**config.mk**
```make
export PLATFORM = sky130hd
export DESIGN_NAME = truth_table_scanner
export DESIGN_NICKNAME = d
export VERILOG_FILES = /design/src/rtl/truth_table_scanner.sv
export SDC_FILE = /design/constraint.sdc
export NUM_CORES = 1
export LEC_CHECK = 0
export ABC_AREA = 1
export BUFFER_PORTS_ARGS = -buffer_cell sky130_fd_sc_hd__buf_4
export CAP_MARGIN = 20
export CORE_MARGIN = 2
export CORE_UTILIZATION = 25
export DETAILED_ROUTE_END_ITERATION = 10
export PLACE_DENSITY = 0.47
export SLEW_MARGIN = 15
export SYNTH_ARGS = -nofsm -noshare
export SYNTH_HDL_FRONTEND = slang
export SYNTH_SLANG_ARGS = --single-unit
```
**constraint.sdc**
```tcl
create_clock -name clk -period 3.4 [get_ports clk]
set_input_delay 0.17 -clock clk [delete_from_list [all_inputs] [get_ports clk]]
set_output_delay 0.17 -clock clk [all_outputs]
set_load 0.01 [all_outputs]
```
**src/rtl/truth_table_scanner.sv**
```systemverilog
// Exhaustive 4-input truth-table scanner: steps {a,b,c,d} through 0..15, captures s
// for each index and compares the resulting table against EXPECTED.
module truth_table_scanner #(
  parameter logic [15:0] EXPECTED = 16'hAC3C,
  parameter int unsigned SETTLE   = 1
) (
  input  logic        clk,
  input  logic        rst_n,
  input  logic        start,
  input  logic        s,
  output logic        a,
  output logic        b,
  output logic        c,
  output logic        d,
  output logic        busy,
  output logic        done,
  output logic        pass,
  output logic [15:0] table_bits,
  output logic [4:0]  err_count,
  output logic [3:0]  err_idx
);

  localparam int unsigned IDX_W = 4;
  localparam int unsigned CNT_W = 4;
  localparam int unsigned ERR_W = 5;
  localparam logic [CNT_W-1:0] SETTLE_RELOAD = CNT_W'(SETTLE - 1);
  localparam logic [IDX_W-1:0] LAST_IDX      = IDX_W'(15);

  typedef enum logic [1:0] {
    ST_IDLE,
    ST_SETTLE,
    ST_CAPTURE,
    ST_DONE
  } state_t;

  state_t             state;
  logic [IDX_W-1:0]   idx;
  logic [CNT_W-1:0]   cnt;
  logic               mismatch_c;
  logic [ERR_W-1:0]   err_next_c;

  // Compare of the current capture, and the error total including it.
  assign mismatch_c = (s != EXPECTED[idx]);
  assign err_next_c = err_count + ERR_W'(mismatch_c);

  always_ff @(posedge clk or negedge rst_n) begin
    if (!rst_n) begin
      state      <= ST_IDLE;
      idx        <= '0;
      cnt        <= '0;
      {a, b, c, d} <= 4'h0;
      busy       <= 1'b0;
      done       <= 1'b0;
      pass       <= 1'b0;
      table_bits <= '0;
      err_count  <= '0;
      err_idx    <= '0;
    end else begin
      case (state)
        ST_IDLE, ST_DONE: begin
          if (start) begin
            idx          <= '0;
            cnt          <= SETTLE_RELOAD;
            {a, b, c, d} <= 4'h0;
            busy         <= 1'b1;
            done         <= 1'b0;
            pass         <= 1'b0;
            table_bits   <= '0;
            err_count    <= '0;
            err_idx      <= '0;
            state        <= ST_SETTLE;
          end
        end
        ST_SETTLE: begin
          if (cnt == '0) begin
            state <= ST_CAPTURE;
          end else begin
            cnt <= cnt - CNT_W'(1);
          end
        end
        ST_CAPTURE: begin
          table_bits[idx] <= s;
          err_count       <= err_next_c;
          if (mismatch_c && (err_count == '0)) begin
            err_idx <= idx;
          end
          // Index 15 is terminal; otherwise present the next vector.
          if (idx == LAST_IDX) begin
            {a, b, c, d} <= 4'h0;
            busy         <= 1'b0;
            done         <= 1'b1;
            pass         <= (err_next_c == '0);
            state        <= ST_DONE;
          end else begin
            idx          <= idx + IDX_W'(1);
            {a, b, c, d} <= idx + IDX_W'(1);
            cnt          <= SETTLE_RELOAD;
            state        <= ST_SETTLE;
          end
        end
        default: state <= ST_IDLE;
      endcase
    end
  end

endmodule

```
Yosys cells after proc, flatten, opt, wreduce, memory -nomap -nowiden
Memory sizes are Yosys's and may differ from the RTL's.
Cells that the tools add are included.
- bits in read-only memories: 16
- word-level logic and storage cells: 80
- memories: 1
- output and inout bits: 32
- register bits: 42
- memories (name ; words ; width ; read ports ; clocked after Yosys merged registers in ; wr ports ; RTL line ; RTL):
    (name not given) ; 16 ; 1 ; 1 ; 0 ; 0 ; 43 ; assign mismatch_c = (s != EXPECTED[idx]);
- reduce and logical (&&, ||, !) cells: 14
- equal/unequal tests: 11
- magnitude comparators: 2
- add/sub/neg operators: 3
- multiplexer cells: 36
- operators with widths (operator ; count):
    case mux 16 bit (2 select lines) ; 1
    two-way mux 4 bit ; 5
    bitwise mux 16 bit ; 1
    two-way mux 16 bit ; 1
    case mux 4 bit (2 select lines) ; 2
    case mux 1 bit (2 select lines) ; 7
    inequality test 2 bit, second input constant ; 6
    case mux 4 bit (3 select lines) ; 1
    AND reduction 3 bit ; 4
    two-way mux 1 bit ; 11
    logical NOT 5 bit ; 2
    case mux 5 bit (2 select lines) ; 1
    two-way mux 2 bit ; 3
    case mux 2 bit (3 select lines) ; 1
    adder 5 x 1 -> 5 bit ; 1
    < comparator 4 x 5 -> 1 bit, second input constant ; 1
    two-way mux 5 bit ; 1
    adder 4 x 1 -> 4 bit, second input constant ; 1
    demux 1 bit (select 4 bit) ; 1
    equality test 2 bit, second input constant ; 2
    equality test 4 bit, second input constant ; 1
    >= comparator 4 x 1 -> 1 bit, second input constant ; 1
    logical NOT 4 bit ; 1
    AND reduction 2 bit ; 2
    other kinds (7) ; 8

Longest topological paths before layout
Gate-level depths: netlist (run 1).
- depth after elaboration: 7
- gate-level depth with buffers: 12
- depth with buffers taken out: 11

Worst setup path after synthesis (run 1)
OpenSTA, ideal clock, no wires.
- path kind: register -> register
- from: register idx[1]
- to: register pass
- setup time: 0.083 ns
- stages on the path, launching flop included: 11
- buffers on the path: 0
- slack: 1.374 ns
- arrival time: 1.943 ns
- cell sequence: dfrtp_1 -> ha_1 -> nand2_1 -> nand4_1 -> and2_1 -> ha_1 -> ha_1 -> xor2_1 -> nor3_1 -> nand4_1 -> o21ai_0
- word-level cells in the longest chain between the ends: 7
- elaborated cells between the ends (all ways): 10
- those cells by class: 1 x add/sub; 3 x eq/ne; 3 x mux; 2 x reduce/logical; 1 x memory
- RTL lines (item ; RTL line ; RTL):
    from (decl) ; 37 ; logic [IDX_W-1:0] idx;
    from (signal assigned) ; 95 ; idx <= idx + IDX_W'(1);
    memory read (16 x 1 bit) ; -- ;
    two-way mux 1 bit (not written as such) ; 43 ;
    inequality test 1 bit ; 43 ;
    adder 5 x 1 -> 5 bit ; 44 ; assign err_next_c = err_count + ERR_W'(mismatch_c);
    logical NOT 5 bit ; 92 ; pass <= (err_next_c == '0);
    two-way mux 1 bit ; 88 ; if (idx == LAST_IDX) begin
    case mux 1 bit (2 select lines) ; 59 ; case (state)
    to (signal assigned) ; 92 ;
    to (decl) ; 17 ; output logic pass,
Parallel ways exist; a longest one is shown, timed or not. The select of a mux whose other input is x is not followed.
A chain may end at the register's enable or synchronous reset.

Final worst setup path (run 1)
- from: register idx[2]
- to: register pass
Same word-level chain as after synthesis.

==> results of run 1 <==
==> worst min-delay path: cells and delay by family <==
kind                   cells  cell delay, ns
buffers and inverters      1            0.11
and+or+nand+nor            2            0.14
==> metrics by stage <==
step / instance area, sq um / cells / worst slack [ns] / hold slack (ns)
2_1_floorplan: 2160 / 254 / 1.37 / -0.126
3_3_place_gp: 2510 / 387 / 1.15 / 0.206
3_5_place_dp: 2510 / 387 / 1.10 / 0.207
4_1_cts: 2630 / 396 / 1.06 / 0.167
5_1_grt: 2630 / 396 / 0.879 / 0.175
6_report: 2630 / 396 / 1.07 / 0.172
==> final cells by class <==
type / count / area, sq um
multi-input combinational: 168 / 922
inverter: 36 / 135
clock buffer: 6 / 72.6
timing repair buffer: 37 / 280
clock inverter: 2 / 37.5
fill: 883 / 5670
sequential: 42 / 1050
tap: 105 / 131
==> sequential cells by signal, indices dropped and copies added, names as in the netlist <==
name / cells
table_bits: 16
err_count: 5
cnt: 4
err_idx: 4
idx: 4
state: 2
a: 1
b: 1
busy: 1
c: 1
d: 1
done: 1
pass: 1
==> repair_timing <==
item                                   in CTS  in global routing
hold buffers                                1                  0
resized for setup                           0                  0
endpoints found under the hold margin      42                  0
==> routing by layer <==
layer	GRT usage, %	up-vias	share of wire, %
met3	2.96	5	3.6
li1	-	906	-
met5	0	-	0
met1	15.5	789	50
met2	17.7	24	46
met4	2.93	0	0.85
==> power by group <==
part           internal, mW  switching (mW)  total [mW]  leakage (nW)
clock network         0.219           0.175       0.395        0.0514
registers             0.591          0.0819       0.673         0.573
logic                 0.291           0.500       0.791         0.663
total                  1.10           0.757        1.86          1.29
==> cell families after synthesis <==
kind of cell | Yosys count | share of synthesized area [%]
buffers and inverters | 44 | 8.53
xor gates and xnor gates | 4 | 1.62
DFF | 42 | 48.7
AOI/OAI and AO/OA | 53 | 14.2
adders and majority gates | 12 | 6.96
and+or+nand+nor | 99 | 20.0
==> cells in the final DEF (no fill, tap or decap), drive strengths merged, types with 12 or more instances in the layout <==
cell type,n
buf,36
a21oi,16
dfrtp,42
nor2,13
o21ai,19
nand2,59
ha,12
nand3,18
inv,36
o22ai,13
==> worst min-delay path by stage <==
stage	from	end	slack [ns]	cells after the start
2_1_floorplan	rst_n	a$_DFFE_PN0P_	-0.13	0
3_3_place_gp	rst_n	cnt[3]$_DFFE_PN0P_	0.21	1
3_5_place_dp	rst_n	cnt[3]$_DFFE_PN0P_	0.21	1
4_1_cts	s	table_bits[15]$_DFFE_PN0P_	0.17	3
5_1_grt	s	table_bits[15]$_DFFE_PN0P_	0.18	3
6_report	s	table_bits[15]$_DFFE_PN0P_	0.17	3
==> run_results.csv, run 1 <==
group,metric,value,unit
critical_path,cp-startpoint,"idx[2]$_DFFE_PN0P_",
timing,min_period_over_period,68.6,%
global_route,overflow,0,
synth,synth_flop_cell,"sky130_fd_sc_hd__dfrtp_1",
min_path,worst_hold_path_type,"input pin to flip-flop",
clock_tree,clock_sinks,42,
clock_tree,ctsRootBufferMaster,"sky130_fd_sc_hd__clkbuf_8",
global_route,grt_max_degree,43,
clock_tree,cts_post_setup_buffers_inserted,0,
route,initialDrtViolationCount,59,
synth,seq_area_frac_synth,48.7,%
route,postRouteAntennaNets,0,
synth,synthMostInstantiatedCell,"sky130_fd_sc_hd__nand2_1",
global_route,wire_length_of_the_first_global_routing_pass,8720,um
floorplanning,chipHeight,96.9,um
clock_tree,clock_path_buffers,2,
timing,max_freq,0.429,GHz
synth,postSynthRegisterBits,42,
run,drv.max_cap_violation_count,0,
synth,synth.top_cells.by_area,"sky130_fd_sc_hd__dfrtp_1 49%, sky130_fd_sc_hd__nand2_1 10%, sky130_fd_sc_hd__ha_1 7.0%",
floorplanning,ioPinCount,36,
synth,post_synth_instance_area,2160,sq um
timing,slew_headroom,63.3,%
synth,yosys.cell_types.count,24,
global_route,grt_pass1_vias,1801,
cells_and_area,antennaDiodeCount,0,
power_and_ir_drop,power_density,706,nW/um^2
timing,finalSetupTns,0,ns
placed_design,gpl.final_weighted_congestion,0.755,
synth,yosysWarningCount,0,
clock_tree,clkLatencyLatePin,0.30,ns
critical_path,reg2reg_slack,1.07,ns
route,via_count,1724,
critical_path,cp_num_cells,10,
synth,synth-edff-count,0,
critical_path,cp_cell_sequence,"ha_1, nand2_1, nand4_1, and2_1, ha_1, ha_1, xor2_1, nor3_1, nand4_1, o21ai_0",
floorplanning,initial_standard_cell_utilization_of_the_core,26.0,%
floorplanning,num_rows,33,
clock_tree,cts_inserted_buffers,5,
power_and_ir_drop,vdd.ir_drop.worst,0.000215,V
route,vias_per_instance,4.35,
timing,worst_tran_pin_value,0.551,ns
synth,synth_top_cells_by_count,"59 x sky130_fd_sc_hd__nand2_1, 42 x sky130_fd_sc_hd__dfrtp_1, 35 x sky130_fd_sc_hd__inv_1",
route,wire_per_inst,12.5,um
critical_path,setup.worst_path.start_class,"flip-flop",
synth,syn_area_per_cell,8.49,sq um
critical_path,cp_data_arrival_time,2.54,ns
floorplanning,die-width,96.9,um
critical_path,timing.rr.start,"idx[2]$_DFFE_PN0P_",
timing,period_minus_slack,2.33,ns
synth,netlist.area_leader.share,48.7,%
route,drt_pre_antenna_iters,4,
clock_tree,tritoncts,"done",
cells_and_area,layout-drive-gt1-share,16.2,%
global_route,global_route.usage.total,11.3,%
synth,async_reset_ff_share,100,%
placed_design,placement.io_buffers,35,
critical_path,worst_path_max_delay_cell,"sky130_fd_sc_hd__dfrtp_1",
critical_path,setup.worst_path.end,"pass$_DFFE_PN0P_",
critical_path,crit_path_max_fanout,13,
timing,rsz0062_at_grt,"false",
route,residual_drc,0,
synth,synthesis.instances,254,
route,drt_wl_total,4950,um
timing,setup_viol,0,
status,status,"completed",
critical_path,worst-setup-path-type,"flip-flop to flip-flop",
cells_and_area,finalCoreUtilization,31.7,%
critical_path,endpoint_kind,"flip-flop",
critical_path,crit_path_max_cell_delay,0.58,ns
timing,timing_hold_violations_final,0,
global_route,grt_antenna_before_repair,0,
synth,syn-num-nets,270,
placed_design,post-dp-hpwl,3600,um
power_and_ir_drop,leakage,1.29,nW
critical_path,regToRegEndpoint,"pass$_DFFE_PN0P_",
clock_tree,clk_pin_slew,0.08,ns
timing,final_max_slew_viol_count,0,
critical_path,timing.reg2reg.worst_path_depth,10,
power_and_ir_drop,finalPower,1.86,mW
critical_path,critical_path.most_common_cell,"sky130_fd_sc_hd__ha_1",
cells_and_area,nNetsFinal,306,
floorplanning,die_ar,9390,sq um
critical_path,timing.critical_path.buf_inv,0,
cells_and_area,syn2layout_area_growth,21.9,%
clock_tree,htree_num_levels,2,
critical_path,required_worst_endpoint,3.61,ns
synth,yosysTopAreaCell,"sky130_fd_sc_hd__dfrtp_1",
timing,timing.clock.skew,0.0132,ns
critical_path,crit_path_leading_delay_family,"adder cells",
floorplanning,core-area,8300,sq um
(Power assumes the default switching activity.)
==> run 2, diff against run 1 <==
- PLACE_DENSITY: 0.47 -> 0.48
- clock period: 3.4 -> 1.93 ns (I/O delays scaled with it)
==> run_results.csv, run 2 (synthesized netlist as in run 1, its figures left out) <==
group,metric,value,unit
timing,final_critical_path_setup_slack,-0.0184,ns
cells_and_area,largest_reg_flops,16,
critical_path,required_worst_endpoint,2.15,ns
global_route,grt_use_met2,17.9,%
global_route,wire_length_of_the_first_global_routing_pass,8930,um
critical_path,worst-setup-path-type,"flip-flop to flip-flop",
placed_design,gpl.final_weighted_congestion,0.825,
timing,timing_hold_violations_final,0,
critical_path,endpoint_kind,"flip-flop",
route,wire_per_inst,12.6,um
cells_and_area,layout-drive-gt1-share,23.2,%
route,drt_wl_total,5170,um
clock_tree,clkLatencyLatePin,0.29,ns
global_route,grt-busiest-layer,"met2",
placed_design,total_cell_area_at_the_placement_stage,2640,sq um
cells_and_area,fillers,877,
route,initialDrtViolationCount,84,
floorplanning,initial_standard_cell_utilization_of_the_core,26.0,%
cells_and_area,postLayoutCellArea,2800,sq um
floorplanning,core-area,8300,sq um
floorplanning,num_rows,33,
power_and_ir_drop,vdd.ir_drop.worst,0.000379,V
critical_path,cp_data_arrival_time,2.17,ns
cells_and_area,reg.largest.list,"table_bits x16, err_count x5",
timing,max_freq,0.513,GHz
placed_design,post-dp-hpwl,3710,um
run,drv.max_cap_violation_count,0,
cells_and_area,antennaDiodeCount,0,
clock_tree,htree_num_levels,2,
status,status,"finished, violations left",
clock_tree,cts_inserted_buffers,5,
timing,period_minus_slack,1.95,ns
global_route,overflow,0,
global_route,met1_usage,15.7,%
power_and_ir_drop,leakage,1.38,nW
placed_design,place_worst_setup_slack,-0.0454,ns
global_route,grt_pass1_vias,1825,
global_route,grt_util_met3,3.54,%
timing,final_max_slew_viol_count,0,
route,drt_pre_antenna_iters,4,
global_route,grt_max_degree,43,
global_route,grt_antenna_before_repair,0,
timing,setup_viol,1,
route,vias_per_instance,4.48,
cells_and_area,layout.cells.most_common,"sky130_fd_sc_hd__nand2_1",
clock_tree,tritoncts,"done",
cells_and_area,most_flop_heavy_register,"table_bits",
cells_and_area,syn2layout_area_growth,29.8,%
clock_tree,clock_sinks,42,
route,via_count,1842,
placed_design,placement.io_buffers,35,
clock_tree,ctsRootBufferMaster,"sky130_fd_sc_hd__clkbuf_8",
timing,finalSetupTns,-0.0184,ns
floorplanning,ioPinCount,36,
route,postRouteAntennaNets,0,
floorplanning,chipHeight,96.9,um
floorplanning,die_ar,9390,sq um
timing,timing.clock.skew,0.00521,ns
cells_and_area,finalCoreUtilization,33.7,%
clock_tree,clk_pin_slew,0.08,ns
global_route,global_route.usage.total,11.5,%
clock_tree,clock_path_buffers,2,
timing,min_period_over_period,101,%
timing,finalHoldWorstSlack,0.0834,ns
route,residual_drc,0,
min_path,worst_hold_path_type,"input pin to flip-flop",
timing,slew_headroom,63.7,%
critical_path,setup.worst_path.start_class,"flip-flop",
critical_path,crit_path_max_fanout,2,
status,violations,"setup timing",
power_and_ir_drop,power_density,1230,nW/um^2
cells_and_area,layout.cells.most_common_list,"58 x sky130_fd_sc_hd__nand2_1, 50 x sky130_fd_sc_hd__buf_4, 42 x sky130_fd_sc_hd__dfrtp_1",
timing,worst_tran_pin_value,0.545,ns
cells_and_area,nNetsFinal,321,
timing,rsz0062_at_grt,"true",
floorplanning,die-width,96.9,um
==> run 2: changes by cell type in the layout (fill, tap and decap cells not counted), moves of 2 or more <==
cell / previous run / this run
sky130_fd_sc_hd__ha_4: 0 / 2
sky130_fd_sc_hd__clkbuf_8: 5 / 8
sky130_fd_sc_hd__buf_4: 36 / 50
sky130_fd_sc_hd__xor2_1: 3 / 1
sky130_fd_sc_hd__xor2_2: 0 / 2
sky130_fd_sc_hd__ha_1: 12 / 10
==> run 2: timing repair <==
item	in CTS	in global routing
hold buffers	1	0
pin swaps	6	1
endpoints found under the hold margin	42	0
endpoints found under the setup margin	1	15
setup buffers	0	2
resized for setup	0	6
==> run 2: layout make-up <==
cell class | instances | area (sq um) | area share, %
inverters | 36 | 135 | 4.83
repair buffers | 52 | 397 | 14.2
flip-flops and latches | 42 | 1050 | 37.5
well taps | 105 | 131 | 4.69
clock buffers | 8 | 110 | 3.93
multi-input cells | 168 | 976 | 34.9
==> run 2: critical path, stage by stage, from the launching register on <==
cell                      delay (ns)
sky130_fd_sc_hd__dfrtp_1        0.39
sky130_fd_sc_hd__ha_1           0.29
sky130_fd_sc_hd__nand2_1        0.08
sky130_fd_sc_hd__nand4_1        0.10
sky130_fd_sc_hd__and2_4         0.19
sky130_fd_sc_hd__ha_4           0.16
sky130_fd_sc_hd__ha_4           0.15
sky130_fd_sc_hd__xor2_1         0.15
sky130_fd_sc_hd__nor3_1         0.15
sky130_fd_sc_hd__nand4_1        0.10
sky130_fd_sc_hd__o21ai_1        0.12
==> run 2: through the flow <==
step | std cells | power, mW
floorplan | 254 | 2.27
global placement | 400 | 2.79
detailed placement | 400 | 2.79
CTS | 409 | 3.48
global route | 411 | 3.77
finish | 411 | 3.45
==> run 2: worst paths after layout <==
kind,startpoint,end,slack [ns],cells after the start
worst max-delay path,idx[2]$_DFFE_PN0P_,pass$_DFFE_PN0P_,-0.02,10
worst min-delay path,s,table_bits[15]$_DFFE_PN0P_,0.08,3
worst max register to register,idx[2]$_DFFE_PN0P_,pass$_DFFE_PN0P_,-0.02,10
worst min register to register,d$_DFFE_PN0P_,d$_DFFE_PN0P_,0.48,2
max in group asynchronous,rst_n,err_idx[2]$_DFFE_PN0P_,1.22,2
min in group asynchronous,rst_n,cnt[3]$_DFFE_PN0P_,0.33,2
==> run 2: power breakdown <==
group | switching (mW) | total (mW) | internal (mW)
registers | 0.113 | 1.15 | 1.04
logic | 0.962 | 1.63 | 0.664
clock network | 0.306 | 0.667 | 0.362
total | 1.38 | 3.45 | 2.07
==> run 2: per-layer routing <==
metal / vias up / part of all wire, %
met5: - / 0
met4: 0 / 0.85
met3: 4 / 4.2
met2: 40 / 47
met1: 859 / 48
li1: 939 / -
==> run 3, diff against run 2 <==
- CORE_ASPECT_RATIO: unset -> 0.8
==> run_results.csv, run 3 (synthesized netlist as in run 1, its figures left out) <==
group,metric,value,unit
cells_and_area,largest_reg_flops,16,
clock_tree,clock_sinks,42,
status,violations,"setup timing",
global_route,wire_length_of_the_first_global_routing_pass,8990,um
critical_path,timing.rr.start,"idx[1]$_DFFE_PN0P_",
route,residual_drc,0,
critical_path,setup.worst_path.end,"pass$_DFFE_PN0P_",
global_route,grt_pass1_vias,1787,
timing,final_critical_path_setup_slack,-0.0304,ns
cells_and_area,reg.largest.list,"table_bits x16, err_count x5",
critical_path,timing.reg2reg.worst_path_depth,10,
placed_design,gpl.final_weighted_congestion,0.804,
power_and_ir_drop,leakage,1.35,nW
timing,period_minus_slack,1.96,ns
critical_path,required_worst_endpoint,2.17,ns
cells_and_area,antennaDiodeCount,0,
critical_path,endpoint_kind,"flip-flop",
global_route,grt_antenna_before_repair,0,
floorplanning,ioPinCount,36,
clock_tree,clkLatencyLatePin,0.30,ns
floorplanning,initial_standard_cell_utilization_of_the_core,25.5,%
critical_path,crit_path_max_fanout,2,
critical_path,worst_path_max_delay_cell,"sky130_fd_sc_hd__dfrtp_1",
power_and_ir_drop,vdd.ir_drop.worst,0.000396,V
critical_path,cp_data_arrival_time,2.20,ns
timing,setup_viol,1,
clock_tree,cts_inserted_buffers,5,
critical_path,cp-startpoint,"idx[1]$_DFFE_PN0P_",
critical_path,worst-setup-path-type,"flip-flop to flip-flop",
global_route,overflow,0,
route,via_count,1798,
clock_tree,ctsRootBufferMaster,"sky130_fd_sc_hd__clkbuf_8",
timing,min_period_over_period,102,%
clock_tree,clk_pin_slew,0.09,ns
timing,max_freq,0.510,GHz
critical_path,regToRegEndpoint,"pass$_DFFE_PN0P_",
critical_path,reg2reg_slack,-0.03,ns
floorplanning,die-width,108,um
clock_tree,clock_path_buffers,2,
timing,worst_tran_pin_value,0.549,ns
timing,finalHoldWorstSlack,0.0653,ns
min_path,holdCritStartpoint,"s",
cells_and_area,most_flop_heavy_register,"table_bits",
route,drt_wl_total,5170,um
power_and_ir_drop,finalPower,3.33,mW
floorplanning,core-area,8450,sq um
cells_and_area,layout.cells.most_common,"sky130_fd_sc_hd__nand2_1",
route,wire_per_inst,12.5,um
timing,final_max_slew_viol_count,0,
timing,timing_hold_violations_final,0,
min_path,worst_hold_path_type,"input pin to flip-flop",
floorplanning,die_ar,9390,sq um
timing,timing.clock.skew,0.00960,ns
status,status,"finished, violations left",
cells_and_area,nNetsFinal,318,
timing,slew_headroom,63.4,%
clock_tree,tritoncts,"done",
run,drv.max_cap_violation_count,0,
global_route,global_route.usage.total,12.3,%
route,vias_per_instance,4.33,
power_and_ir_drop,power_density,1200,nW/um^2
placed_design,post-dp-hpwl,3720,um
cells_and_area,layout-drive-gt1-share,22.4,%
global_route,grt_max_degree,43,
floorplanning,chipHeight,87.1,um
cells_and_area,syn2layout_area_growth,28.4,%
route,drt_pre_antenna_iters,4,
critical_path,crit_path_max_cell_delay,0.39,ns
clock_tree,htree_num_levels,2,
critical_path,cp_cell_sequence,"ha_1, nand2_1, nand4_1, and2_4, ha_4, ha_4, xor2_2, nor3_2, nand4_1, o21ai_2",
floorplanning,num_rows,30,
critical_path,setup.worst_path.start_class,"flip-flop",
cells_and_area,layout.cells.most_common_list,"58 x sky130_fd_sc_hd__nand2_1, 48 x sky130_fd_sc_hd__buf_4, 42 x sky130_fd_sc_hd__dfrtp_1",
route,postRouteAntennaNets,0,
route,initialDrtViolationCount,81,
timing,rsz0062_at_grt,"true",
placed_design,placement.io_buffers,35,
[run 3: cell count changes in the layout (fill, tap and decap cells not counted), sizes merged]
| cell | previous run | this run |
|---|---|---|
| buf | 51 | 48 |
| clkbuf | 8 | 7 |
| clkinv | 0 | 1 |
[run 3: power by group]
| group | leakage [nW] | internal, mW | switching (mW) |
|---|---|---|---|
| clock network | 0.0482 | 0.289 | 0.314 |
| registers | 0.573 | 1.04 | 0.120 |
| logic | 0.728 | 0.627 | 0.937 |
[run 3: area by class of cell]
type,instances,area (sq um)
clock buffer,7,86.3
clock inverter,1,5.00
fill,920,5680
inverter,36,138
multi-input combinational,168,978
sequential,42,1050
tap,112,140
timing repair buffer,49,370
[run 3: critical path: cells and delay by family (launching register included)]
kind	cells	cell delay (ns)
xor+xnor	1	0.15
simple gates	5	0.61
compound gates	1	0.13
flops	1	0.39
fa+ha+maj	3	0.61
[run 3: timing repair]
item | in CTS | in global routing
setup buffers | 1 | 0
pin swaps | 7 | 1
endpoints found under the setup margin | 1 | 7
gates resized for setup | 1 | 6
endpoints found under the hold margin | 42 | 0
hold buffers | 1 | 0
cloned | 0 | 0
[run 3: worst min-delay path by stage]
stage	endpoint	slack, ns	depth (start not counted)
5_1_grt	table_bits[15]$_DFFE_PN0P_	0.11	3
2_1_floorplan	a$_DFFE_PN0P_	-0.20	0
3_5_place_dp	cnt[1]$_DFFE_PN0P_	0.13	1
3_3_place_gp	cnt[3]$_DFFE_PN0P_	0.13	1
6_report	table_bits[15]$_DFFE_PN0P_	0.07	3
4_1_cts	table_bits[15]$_DFFE_PN0P_	0.07	3
[run 3: stage by stage]
stage	setup slack [ns]	cells	TNS (ns)	cell area, sq um	utilization (%)
3_5_place_dp	-0.0973	405	-0.0973	2630	31.1
5_1_grt	-0.181	415	-0.270	2770	32.8
3_3_place_gp	-0.0570	405	-0.0570	2630	31.1
4_1_cts	-0.0264	415	-0.0264	2750	32.5
6_report	-0.0304	415	-0.0304	2770	32.8
2_1_floorplan	-0.0237	254	-0.0237	2180	-
[run 3: metal layers]
| layer | vias to the layer above | GRT usage, % | routed length, um |
|---|---|---|---|
| li1 | 930 | - | - |
| met1 | 830 | 17.9 | 2660 |
| met2 | 31 | 17.3 | 2180 |
| met3 | 7 | 3.81 | 254 |
| met4 | 0 | 3.85 | 76 |
| met5 | - | 0 | 0 |
